**src/rtl/muldiv_unit_if.sv**
```systemverilog
// Request/response bundle between decode/execute and the iterative
// RV32M multiply/divide unit.
interface muldiv_unit_if #(
    parameter int XLEN = 32
);
    logic            is_m;
    logic            is_d;
    logic [2:0]      funct3;
    logic [XLEN-1:0] src1;
    logic [XLEN-1:0] src2;
    logic            flush;
    logic            fin;
    logic [XLEN-1:0] result;
    logic            busy;

    modport master (
        output is_m, is_d, funct3, src1, src2, flush,
        input  fin, result, busy
    );

    modport slave (
        input  is_m, is_d, funct3, src1, src2, flush,
        output fin, result, busy
    );
endinterface

```
**src/rtl/muldiv_unit.sv**
```systemverilog
// Iterative RV32M multiply/divide unit: one bit per cycle, single-cycle fin pulse.
// Optional MULDIV_FAST_MUL_EN: single-cycle array multiply resolved at accept.
module muldiv_unit #(
    parameter int XLEN = 32
) (
    input logic          clk,
    input logic          rstn,
    muldiv_unit_if.slave bus
);

    typedef enum logic [1:0] {
        IDLE = 2'd0,
        MUL  = 2'd1,
        DIV  = 2'd2,
        DONE = 2'd3
    } state_t;

    state_t            state;
    state_t            state_nxt;
    logic [5:0]        cnt;
    logic [XLEN-1:0]   result_r;
    logic              result_wr;
    logic [XLEN-1:0]   result_nxt;

    logic [2:0]        f3;
    logic [XLEN-1:0]   mcand;
    logic [2*XLEN-1:0] prod;
    logic              neg_p;
    logic [XLEN-1:0]   dvsr;
    logic [XLEN-1:0]   quot;
    logic [XLEN-1:0]   rem;
    logic              neg_q;
    logic              neg_r;

    function automatic logic [XLEN-1:0] mag(input logic [XLEN-1:0] v, input logic sgn);
        logic signed [XLEN-1:0] sv;
        sv = v;
        return (sgn && (sv < 0)) ? -v : v;
    endfunction

    function automatic logic [XLEN-1:0] neg_if(input logic [XLEN-1:0] v, input logic n);
        return n ? -v : v;
    endfunction

    function automatic logic [2*XLEN-1:0] neg_if_w(input logic [2*XLEN-1:0] v, input logic n);
        return n ? -v : v;
    endfunction

    // Accept decode and operand sign handling on the raw request.
    logic            accept;
    logic            m1_sgn;
    logic            m2_sgn;
    logic            d_sgn;
    logic            s1_neg;
    logic            s2_neg;
    logic            div_zero;
    logic            div_ovf;
    logic [XLEN-1:0] spec_res;
    logic [XLEN-1:0] src1_mag_m;
    logic [XLEN-1:0] src2_mag_m;
    logic            mneg;

    assign accept   = (state == IDLE) & (bus.is_m | bus.is_d) & ~bus.flush;
    assign m1_sgn   = (bus.funct3[1:0] == 2'b01) | (bus.funct3[1:0] == 2'b10);
    assign m2_sgn   = (bus.funct3[1:0] == 2'b01);
    assign d_sgn    = ~bus.funct3[0];
    assign s1_neg   = bus.src1[XLEN-1];
    assign s2_neg   = bus.src2[XLEN-1];
    assign div_zero = (bus.src2 == '0);
    assign div_ovf  = d_sgn & (bus.src1 == {1'b1, {(XLEN-1){1'b0}}}) & (bus.src2 == '1);

    assign src1_mag_m = mag(bus.src1, m1_sgn);
    assign src2_mag_m = mag(bus.src2, m2_sgn);
    assign mneg       = (m1_sgn & s1_neg) ^ (m2_sgn & s2_neg);

    // funct3[1] distinguishes REM/REMU from DIV/DIVU.
    always_comb begin
        spec_res = '0;
        if (div_zero)
            spec_res = bus.funct3[1] ? bus.src1 : '1;
        else if (div_ovf)
            spec_res = bus.funct3[1] ? '0 : {1'b1, {(XLEN-1){1'b0}}};
    end

`ifdef MULDIV_FAST_MUL_EN
    logic [2*XLEN-1:0] fast_prod;
    logic [XLEN-1:0]   fast_res;

    assign fast_prod = neg_if_w({{XLEN{1'b0}}, src1_mag_m} * {{XLEN{1'b0}}, src2_mag_m}, mneg);
    assign fast_res  = (bus.funct3[1:0] == 2'b00) ? fast_prod[XLEN-1:0] : fast_prod[2*XLEN-1:XLEN];
`endif

    // One shift-add multiply step and one restoring-divide step.
    logic [XLEN:0]     mul_sum;
    logic [2*XLEN-1:0] prod_step;
    logic [2*XLEN-1:0] prod_fin;
    logic [XLEN-1:0]   mul_res;
    logic [XLEN:0]     rshift;
    logic [XLEN:0]     diff;
    logic              ge;
    logic [XLEN-1:0]   rem_step;
    logic [XLEN-1:0]   quot_step;
    logic [XLEN-1:0]   div_res;
    logic              last;

    assign mul_sum   = {1'b0, prod[2*XLEN-1:XLEN]} + (prod[0] ? {1'b0, mcand} : '0);
    assign prod_step = {mul_sum, prod[XLEN-1:1]};
    assign prod_fin  = neg_if_w(prod_step, neg_p);
    assign mul_res   = (f3[1:0] == 2'b00) ? prod_fin[XLEN-1:0] : prod_fin[2*XLEN-1:XLEN];

    assign rshift    = {rem, quot[XLEN-1]};
    assign diff      = rshift - {1'b0, dvsr};
    assign ge        = ~diff[XLEN];
    assign rem_step  = ge ? diff[XLEN-1:0] : rshift[XLEN-1:0];
    assign quot_step = {quot[XLEN-2:0], ge};
    assign div_res   = f3[1] ? neg_if(rem_step, neg_r) : neg_if(quot_step, neg_q);

    assign last      = (cnt == 6'(XLEN-1));

    always_comb begin
        state_nxt  = state;
        result_wr  = 1'b0;
        result_nxt = result_r;
        case (state)
            IDLE: begin
                if (accept) begin
                    if (bus.is_d) begin
                        if (div_zero || div_ovf) begin
                            state_nxt  = DONE;
                            result_wr  = 1'b1;
                            result_nxt = spec_res;
                        end else begin
                            state_nxt = DIV;
                        end
                    end else begin
`ifdef MULDIV_FAST_MUL_EN
                        state_nxt  = DONE;
                        result_wr  = 1'b1;
                        result_nxt = fast_res;
`else
                        state_nxt  = MUL;
`endif
                    end
                end
            end
            MUL: begin
                if (bus.flush) begin
                    state_nxt = IDLE;
                end else if (last) begin
                    state_nxt  = DONE;
                    result_wr  = 1'b1;
                    result_nxt = mul_res;
                end
            end
            DIV: begin
                if (bus.flush) begin
                    state_nxt = IDLE;
                end else if (last) begin
                    state_nxt  = DONE;
                    result_wr  = 1'b1;
                    result_nxt = div_res;
                end
            end
            DONE:    state_nxt = IDLE;
            default: state_nxt = IDLE;
        endcase
    end

    always_ff @(posedge clk or negedge rstn) begin
        if (!rstn) begin
            state    <= IDLE;
            cnt      <= '0;
            result_r <= '0;
        end else begin
            state <= state_nxt;
            if (accept)
                cnt <= '0;
            else if ((state == MUL) || (state == DIV))
                cnt <= cnt + 6'd1;
            if (result_wr)
                result_r <= result_nxt;
        end
    end

    // Datapath registers carry no reset; they are always loaded at accept.
    always_ff @(posedge clk) begin
        if (accept) begin
            f3    <= bus.funct3;
            mcand <= src1_mag_m;
            prod  <= {{XLEN{1'b0}}, src2_mag_m};
            neg_p <= mneg;
            dvsr  <= mag(bus.src2, d_sgn);
            quot  <= mag(bus.src1, d_sgn);
            rem   <= '0;
            neg_q <= d_sgn & (s1_neg ^ s2_neg);
            neg_r <= d_sgn & s1_neg;
        end else if (state == MUL) begin
            prod <= prod_step;
        end else if (state == DIV) begin
            rem  <= rem_step;
            quot <= quot_step;
        end
    end

    assign bus.fin    = (state == DONE);
    assign bus.busy   = (state != IDLE);
    assign bus.result = result_r;

endmodule

```
**src/flat_wrapper.sv**
```systemverilog
// flat-port wrapper written by rule: the top's interface ports become plain ports
module muldiv_unit_flat 
#(
    parameter int XLEN = 32
)
  (clk, rstn, bus_is_m, bus_is_d, bus_funct3, bus_src1, bus_src2, bus_flush, bus_fin, bus_result, bus_busy);
  muldiv_unit_if #(.XLEN(XLEN)) bus_i ();
  input logic clk;
  input logic rstn;
  input wire logic [$bits(bus_i.is_m)-1:0] bus_is_m;
  input wire logic [$bits(bus_i.is_d)-1:0] bus_is_d;
  input wire logic [$bits(bus_i.funct3)-1:0] bus_funct3;
  input wire logic [$bits(bus_i.src1)-1:0] bus_src1;
  input wire logic [$bits(bus_i.src2)-1:0] bus_src2;
  input wire logic [$bits(bus_i.flush)-1:0] bus_flush;
  output wire logic [$bits(bus_i.fin)-1:0] bus_fin;
  output wire logic [$bits(bus_i.result)-1:0] bus_result;
  output wire logic [$bits(bus_i.busy)-1:0] bus_busy;
  assign bus_i.is_m = bus_is_m;
  assign bus_i.is_d = bus_is_d;
  assign bus_i.funct3 = bus_funct3;
  assign bus_i.src1 = bus_src1;
  assign bus_i.src2 = bus_src2;
  assign bus_i.flush = bus_flush;
  assign bus_fin = bus_i.fin;
  assign bus_result = bus_i.result;
  assign bus_busy = bus_i.busy;
  muldiv_unit #(.XLEN(XLEN)) u_core (.clk(clk), .rstn(rstn), .bus(bus_i));
endmodule
```
**config.mk**
```make
export PLATFORM = sky130hd
export DESIGN_NAME = muldiv_unit_flat
export DESIGN_NICKNAME = d
export VERILOG_FILES = /design/src/rtl/muldiv_unit_if.sv /design/src/rtl/muldiv_unit.sv /design/src/flat_wrapper.sv
export SDC_FILE = /design/constraint.sdc
export NUM_CORES = 1
export LEC_CHECK = 0
export CAP_MARGIN = 20
export CORE_UTILIZATION = 46
export CTS_BUF_LIST = sky130_fd_sc_hd__clkbuf_8 sky130_fd_sc_hd__clkbuf_16
export DETAILED_ROUTE_END_ITERATION = 12
export SYNTH_ARGS = -nofsm -noshare
export SYNTH_HDL_FRONTEND = slang
export SYNTH_SLANG_ARGS = --single-unit
```
**constraint.sdc**
```tcl
create_clock -name clk -period 9.7 [get_ports clk]
set_clock_uncertainty 0.15 [all_clocks]
set_input_delay 1.94 -clock clk [delete_from_list [all_inputs] [get_ports clk]]
set_output_delay 1.94 -clock clk [all_outputs]
set_load 0.02 [all_outputs]
```
### Word level (Yosys, flattened, before mapping)

Cells that the tools add are included.

* flip-flop bits (word level): 237
* bits in latches: 0
* bits in writable memories: 0
* bits in read-only memories: 0
* output and inout port bits: 34
* logic and storage cells: 117
* memories: 0

* add/sub/neg operators: 8
* multipliers: 0
* div/mod/pow operators: 0
* order comparisons: 2
* eq/ne operators: 17
* shift-type cells: 0
* multiplexer cells: 42
* bitwise gates (word level): 16
* reductions and logical operators: 19

Operators by type and width (count)
* $mux W32: 26
* $neg A32 Y32: 4
* $pmux W32 S3: 1
* $eq A32 B32 Y1 const B: 2
* $lt A32 B1 Y1 const B: 2
* $mux W64: 1
* $neg A64 Y64: 1
* $add A32 B32 Y33: 1
* $sub A33 B32 Y33: 1
* $logic_not A32 Y1: 1
* $mux W6: 2
* $reduce_and A9 Y1: 1
* $and A1 B1 Y1: 8
* $mux W2: 4
* $ne A2 B1 Y1 const B: 4
* $ne A2 B2 Y1 const B: 4
* $reduce_bool A2 Y1: 4
* $add A6 B1 Y6 const B: 1
* $eq A2 B2 Y1 const B: 3
* $eq A6 B5 Y1 const B: 1
* $mux W1: 6
* $pmux W2 S3: 1
* $reduce_and A2 Y1: 3
* $eq A2 B1 Y1 const B: 2
* 10 further kinds: 20

### Logic depth before layout (Yosys ltp)

* word-level depth: 9
* depth in mapped cells: 25
* gate-level depth less buffers: 22

### Least setup slack after synthesis

No wires, ideal clock.

* path kind: input -> register
* from: in bus_flush
* to: reg u_core.dvsr[0], enable pin
* library setup time: 0.461 ns
* data arrival time: 4.832 ns
* slack: 4.257 ns
* stages: 5
* path buffers: 3
* path through: or3_1 -> clkbuf_1 -> clkbuf_1 -> inv_2 -> clkbuf_1

* word-level cells in the longest chain between the ends: 2

RTL lines
* start: declaration: line flat_wrapper.sv:15 `input wire logic [$bits(bus_i.flush)-1:0] bus_flush;`
* $not A1 Y1: line muldiv_unit.sv:63 `assign accept = (state == IDLE) & (bus.is_m | bus.is_d) & ~bus.flush;`
* $and A1 B1 Y1: line muldiv_unit.sv:63
* net u_core.accept: line muldiv_unit.sv:50 `logic accept;`
* end signal: assignment: line muldiv_unit.sv:192 `dvsr <= mag(bus.src2, d_sgn);`
* end: declaration: line muldiv_unit.sv:29 `logic [XLEN-1:0] dvsr;`

The timed path passes the listed nets, and every way through them passes these cells.
A chain may end at the register's enable or synchronous reset.

### Final worst setup path

* from: in bus_src2[11]
* to: reg u_core.result_r[31] (netlist: u_core.bus.result[31])

* word-level cells in the longest chain between the ends: 8
* elaborated cells between the ends (all ways): 16

RTL lines
* start: declaration: line flat_wrapper.sv:14 `input wire logic [$bits(bus_i.src2)-1:0] bus_src2;`
* $eq A32 B32 Y1: line muldiv_unit.sv:70 `assign div_ovf = d_sgn & (bus.src1 == {1'b1, {(XLEN-1){1'b0}}}) & (bus.src2 == '1);`
* $and A1 B1 Y1: line muldiv_unit.sv:70
* $logic_or A1 B1 Y1 / $mux W32 (equally long branches): line muldiv_unit.sv:128, muldiv_unit.sv:81
* $mux W1 / $mux W32 (equally long branches): line muldiv_unit.sv:128, muldiv_unit.sv:79
* $mux W1 / $mux W32 (equally long branches): line muldiv_unit.sv:127, muldiv_unit.sv:128
* $mux W1 / $mux W32 (equally long branches): line muldiv_unit.sv:126, muldiv_unit.sv:127
* $pmux W1 S2 / $mux W32 (equally long branches): line muldiv_unit.sv:124, muldiv_unit.sv:126
* $reduce_and A9 Y1 (no source line) / $pmux W32 S3 (equally long branches)
* end signal: assignment: line muldiv_unit.sv:181 `result_r <= result_nxt;`
* end: declaration: line muldiv_unit.sv:21 `logic [XLEN-1:0] result_r;`

Parallel ways exist; a longest one is shown, timed or not. The select of a mux whose other input is x is not followed.

==> flow_summary.toml <==
[drt]
detail_route.drc_violations = 0
detail_route.iter0.violations = 2355
detailroute.via_count = 20007
routed_wl_per_cell_um = 24.1
drt_pre_antenna_iters = 6
antenna_left = 0
totalWireLength_um = 76800
avgViaCountPerCell = 6.28

[synth]
synth-async-reset-ratio_pct = 16.9
gate_count_after_technology_mapping = 2561
synthDominantCellAreaShare_pct = 19.6
syn_avg_cell_area_um2 = 7.95
ys_top_cells_by_area = "sky130_fd_sc_hd__edfxtp_1 20%, sky130_fd_sc_hd__xnor2_1 6.5%, sky130_fd_sc_hd__dfxtp_1 6.3%"
netlist_area_um2 = 20400
synth_sequential_area_ratio_pct = 30.8
ys_ff_latch = 237
synthDistinctLibCells = 94
post-synth-top-area-cell = "sky130_fd_sc_hd__edfxtp_1"
synth-warning-count = 0
synth_common_cells = "292 x sky130_fd_sc_hd__nor2_1, 280 x sky130_fd_sc_hd__nand2_1, 215 x sky130_fd_sc_hd__o21ai_0"
post_synth_net_total = 2712
number_of_flops_mapped_to_enable_cells_by_yosys = 133
cell_with_the_most_instances_after_synthesis = "sky130_fd_sc_hd__nor2_1"
dominantRegCellSynth = "sky130_fd_sc_hd__edfxtp_1"

[global_routing]
grt.total_usage_pct = 33.5
grt_start_max_net_pins = 123
grt_pass1_wl_um = 113000
number_of_global_route_vias_before_repair = 17979
initial_antenna_violation_count = 9
grt-ovfl-total = 0

[final_layout]
synthToLayoutAreaGrowth_pct = 11.9
fin_nets = 2724
fraction_of_final_layout_cells_sized_beyond_drive_strength_1_pct = 4.85

[cts]
clkSinkCount = 237
tritoncts = "built"
clk_latency_ps = 610
tritoncts.num_buffers = 30
cts-hold-fix-buffers = 0
cts_htree_levels = 1
cts.repair.resized = 0
clockBufferDepth = 3
cts_post_setup_buffers_inserted = 0
path_clk_slew_ps = 70
root_buffer = "sky130_fd_sc_hd__clkbuf_16"

[timing]
worstMarginPinSlew_ps = 1160
report.final.hold_viol_count = 0
finalSetupViolations = 0
period_share_pct = 66.3
rsz0062_at_grt = "no"
max_slew_violation_count = 0
max_freq_mhz = 156
min_period_ps = 6430
timing.slew.headroom_pct = 22.8
timing.setup.tns_ps = 0
worst_setup_slack_after_layout_ps = 3270

[die]
floorplan.io_pins = 106
die_width_um = 212
initial_core_utilization_pct = 47.0
die_y_um = 212
floorplan.rows = 76
die_area_um2 = 45100
placeableCoreArea_um2 = 43400

[placement]
weighted_congestion_reported_at_the_end_of_routability_driven_placement = 1.01
dp_worst_setup_slack_ps = 2830
port_buffers = 104
dp.final_hpwl_um = 59200

[worst_setup_path]
cp_data_required_time_ps = 10030
arrival_worst_endpoint_ps = 6760
critPathSlowestCell = "sky130_fd_sc_hd__a221oi_4"
worst-path-max-fanout = 26
criticalPathCategory = "primary input to flop"
critical-path-max-stage-delay_ps = 960
worstSetupEndpointType = "flop"
start_kind = "primary input"
path_cells = "clkdlybuf4s50_1 -> or4_1 -> nand3b_1 -> nor4_1 -> nand2_1 -> nor3_2 -> buf_4 -> o21bai_1 -> o211ai_1 -> a221oi_4 -> buf_4 -> nand2_1 -> a221oi_1 -> a21oi_1"

[job]
maxCapViolCount = 0

[power_and_ir_drop]
vdd.ir_drop.worst_v = 0.000308
p_leak_nw = 8.69
power.density_cell_area_nw_per_um2 = 350

[min_path]
hold_class = "flop to flop"

[run_status]
outcome = "complete, no violations"
area by class of cell:
| class | instances | area [µm²] |
|---|---|---|
| antenna | 2 | 5.00 |
| fill | 4222 | 20600 |
| clock buffer | 36 | 845 |
| clock inverter | 20 | 171 |
| multi-input combinational | 2103 | 13300 |
| inverter | 71 | 272 |
| sequential | 237 | 6280 |
| timing repair buffer | 130 | 1240 |
| tap | 585 | 732 |
registers in the layout, summed over array words and instances (netlist names):
signal	cells
u_core.neg_r	1
u_core.rem	32
u_core.mcand	32
u_core.bus.result	32
u_core.state	2
u_core.cnt	6
u_core.neg_q	1
u_core.quot	32
u_core.dvsr	32
u_core.f3	2
u_core.neg_p	1
u_core.prod	64
per-stage QoR:
| stage | std cells | power [mW] | utilization (%) | hold WS [ps] | instance area [µm²] |
|---|---|---|---|---|---|
| after floorplan | 2561 | 5.12 | - | 314 | 20400 |
| after global placement | 3125 | 6.62 | 50.2 | 316 | 21800 |
| after detailed placement | 3125 | 6.68 | 50.2 | 326 | 21800 |
| after CTS | 3181 | 7.86 | 52.5 | 339 | 22800 |
| after global routing | 3182 | 8.42 | 52.6 | 358 | 22800 |
| final | 3184 | 7.98 | 52.6 | 337 | 22800 |
placed cells by master, fill, tap and decap left out, types with 42 or more instances in the layout:
cell | synthesis | routed
sky130_fd_sc_hd__nor2_1 | 292 | 292
sky130_fd_sc_hd__nand2_1 | 280 | 280
sky130_fd_sc_hd__o21ai_0 | 215 | 215
sky130_fd_sc_hd__a21oi_1 | 169 | 168
sky130_fd_sc_hd__xnor2_1 | 152 | 152
sky130_fd_sc_hd__edfxtp_1 | 133 | 133
sky130_fd_sc_hd__xor2_1 | 121 | 121
sky130_fd_sc_hd__clkdlybuf4s50_1 | 0 | 103
sky130_fd_sc_hd__inv_1 | 69 | 76
sky130_fd_sc_hd__nor3_1 | 76 | 76
sky130_fd_sc_hd__ha_1 | 77 | 75
sky130_fd_sc_hd__dfxtp_1 | 64 | 64
sky130_fd_sc_hd__and2_1 | 55 | 55
sky130_fd_sc_hd__a211oi_1 | 54 | 54
sky130_fd_sc_hd__or3_1 | 43 | 42
final timing paths:
check | cells past startpoint | slack [ps] | endpoint | from
max in group asynchronous | 2 | 7660 | u_core.bus.result[27] | rstn
hold reg to reg | 2 | 340 | u_core.bus.result[18] | u_core.bus.result[18]
hold / removal | 2 | 340 | u_core.bus.result[18] | u_core.bus.result[18]
setup / recovery | 14 | 3270 | u_core.bus.result[31] | bus_src2[11]
setup reg to reg | 20 | 3510 | u_core.bus.result[10] | u_core.dvsr[17]
min in group asynchronous | 2 | 1280 | u_core.cnt[1] | rstn
where the power goes:
part | internal (mW) | switching, mW | total (mW)
logic | 1.64 | 3.33 | 4.97
registers | 1.50 | 0.365 | 1.87
clock network | 0.671 | 0.477 | 1.15
cell families (layout without fill, tap and decap cells):
group	after synthesis	count (layout)	share of synthesized area (%)
other cells	0	2	0
simple gates	980	980	23.0
fa+ha+maj	79	79	4.93
mux	41	41	2.02
compound gates	730	730	23.3
buf+inv	221	257	4.16
xor+xnor	273	273	11.7
flops	237	237	30.8
critical path: cells and delay by family:
kind	cells	cell delay, ps
buffers and inverters	3	1280
and+or+nand+nor	6	1700
AOI/OAI and AO/OA	5	1810
metal layers:
layer / global-route usage [%] / part of all wire, % / vias to the layer above
li1: - / - / 9333
met1: 48.9 / 45 / 9579
met2: 49.3 / 42 / 961
met3: 7.09 / 9.9 / 132
met4: 9.65 / 3.1 / 2
met5: 0 / 0.013 / -
No activity file was read; power rests on OpenSTA's default activity.
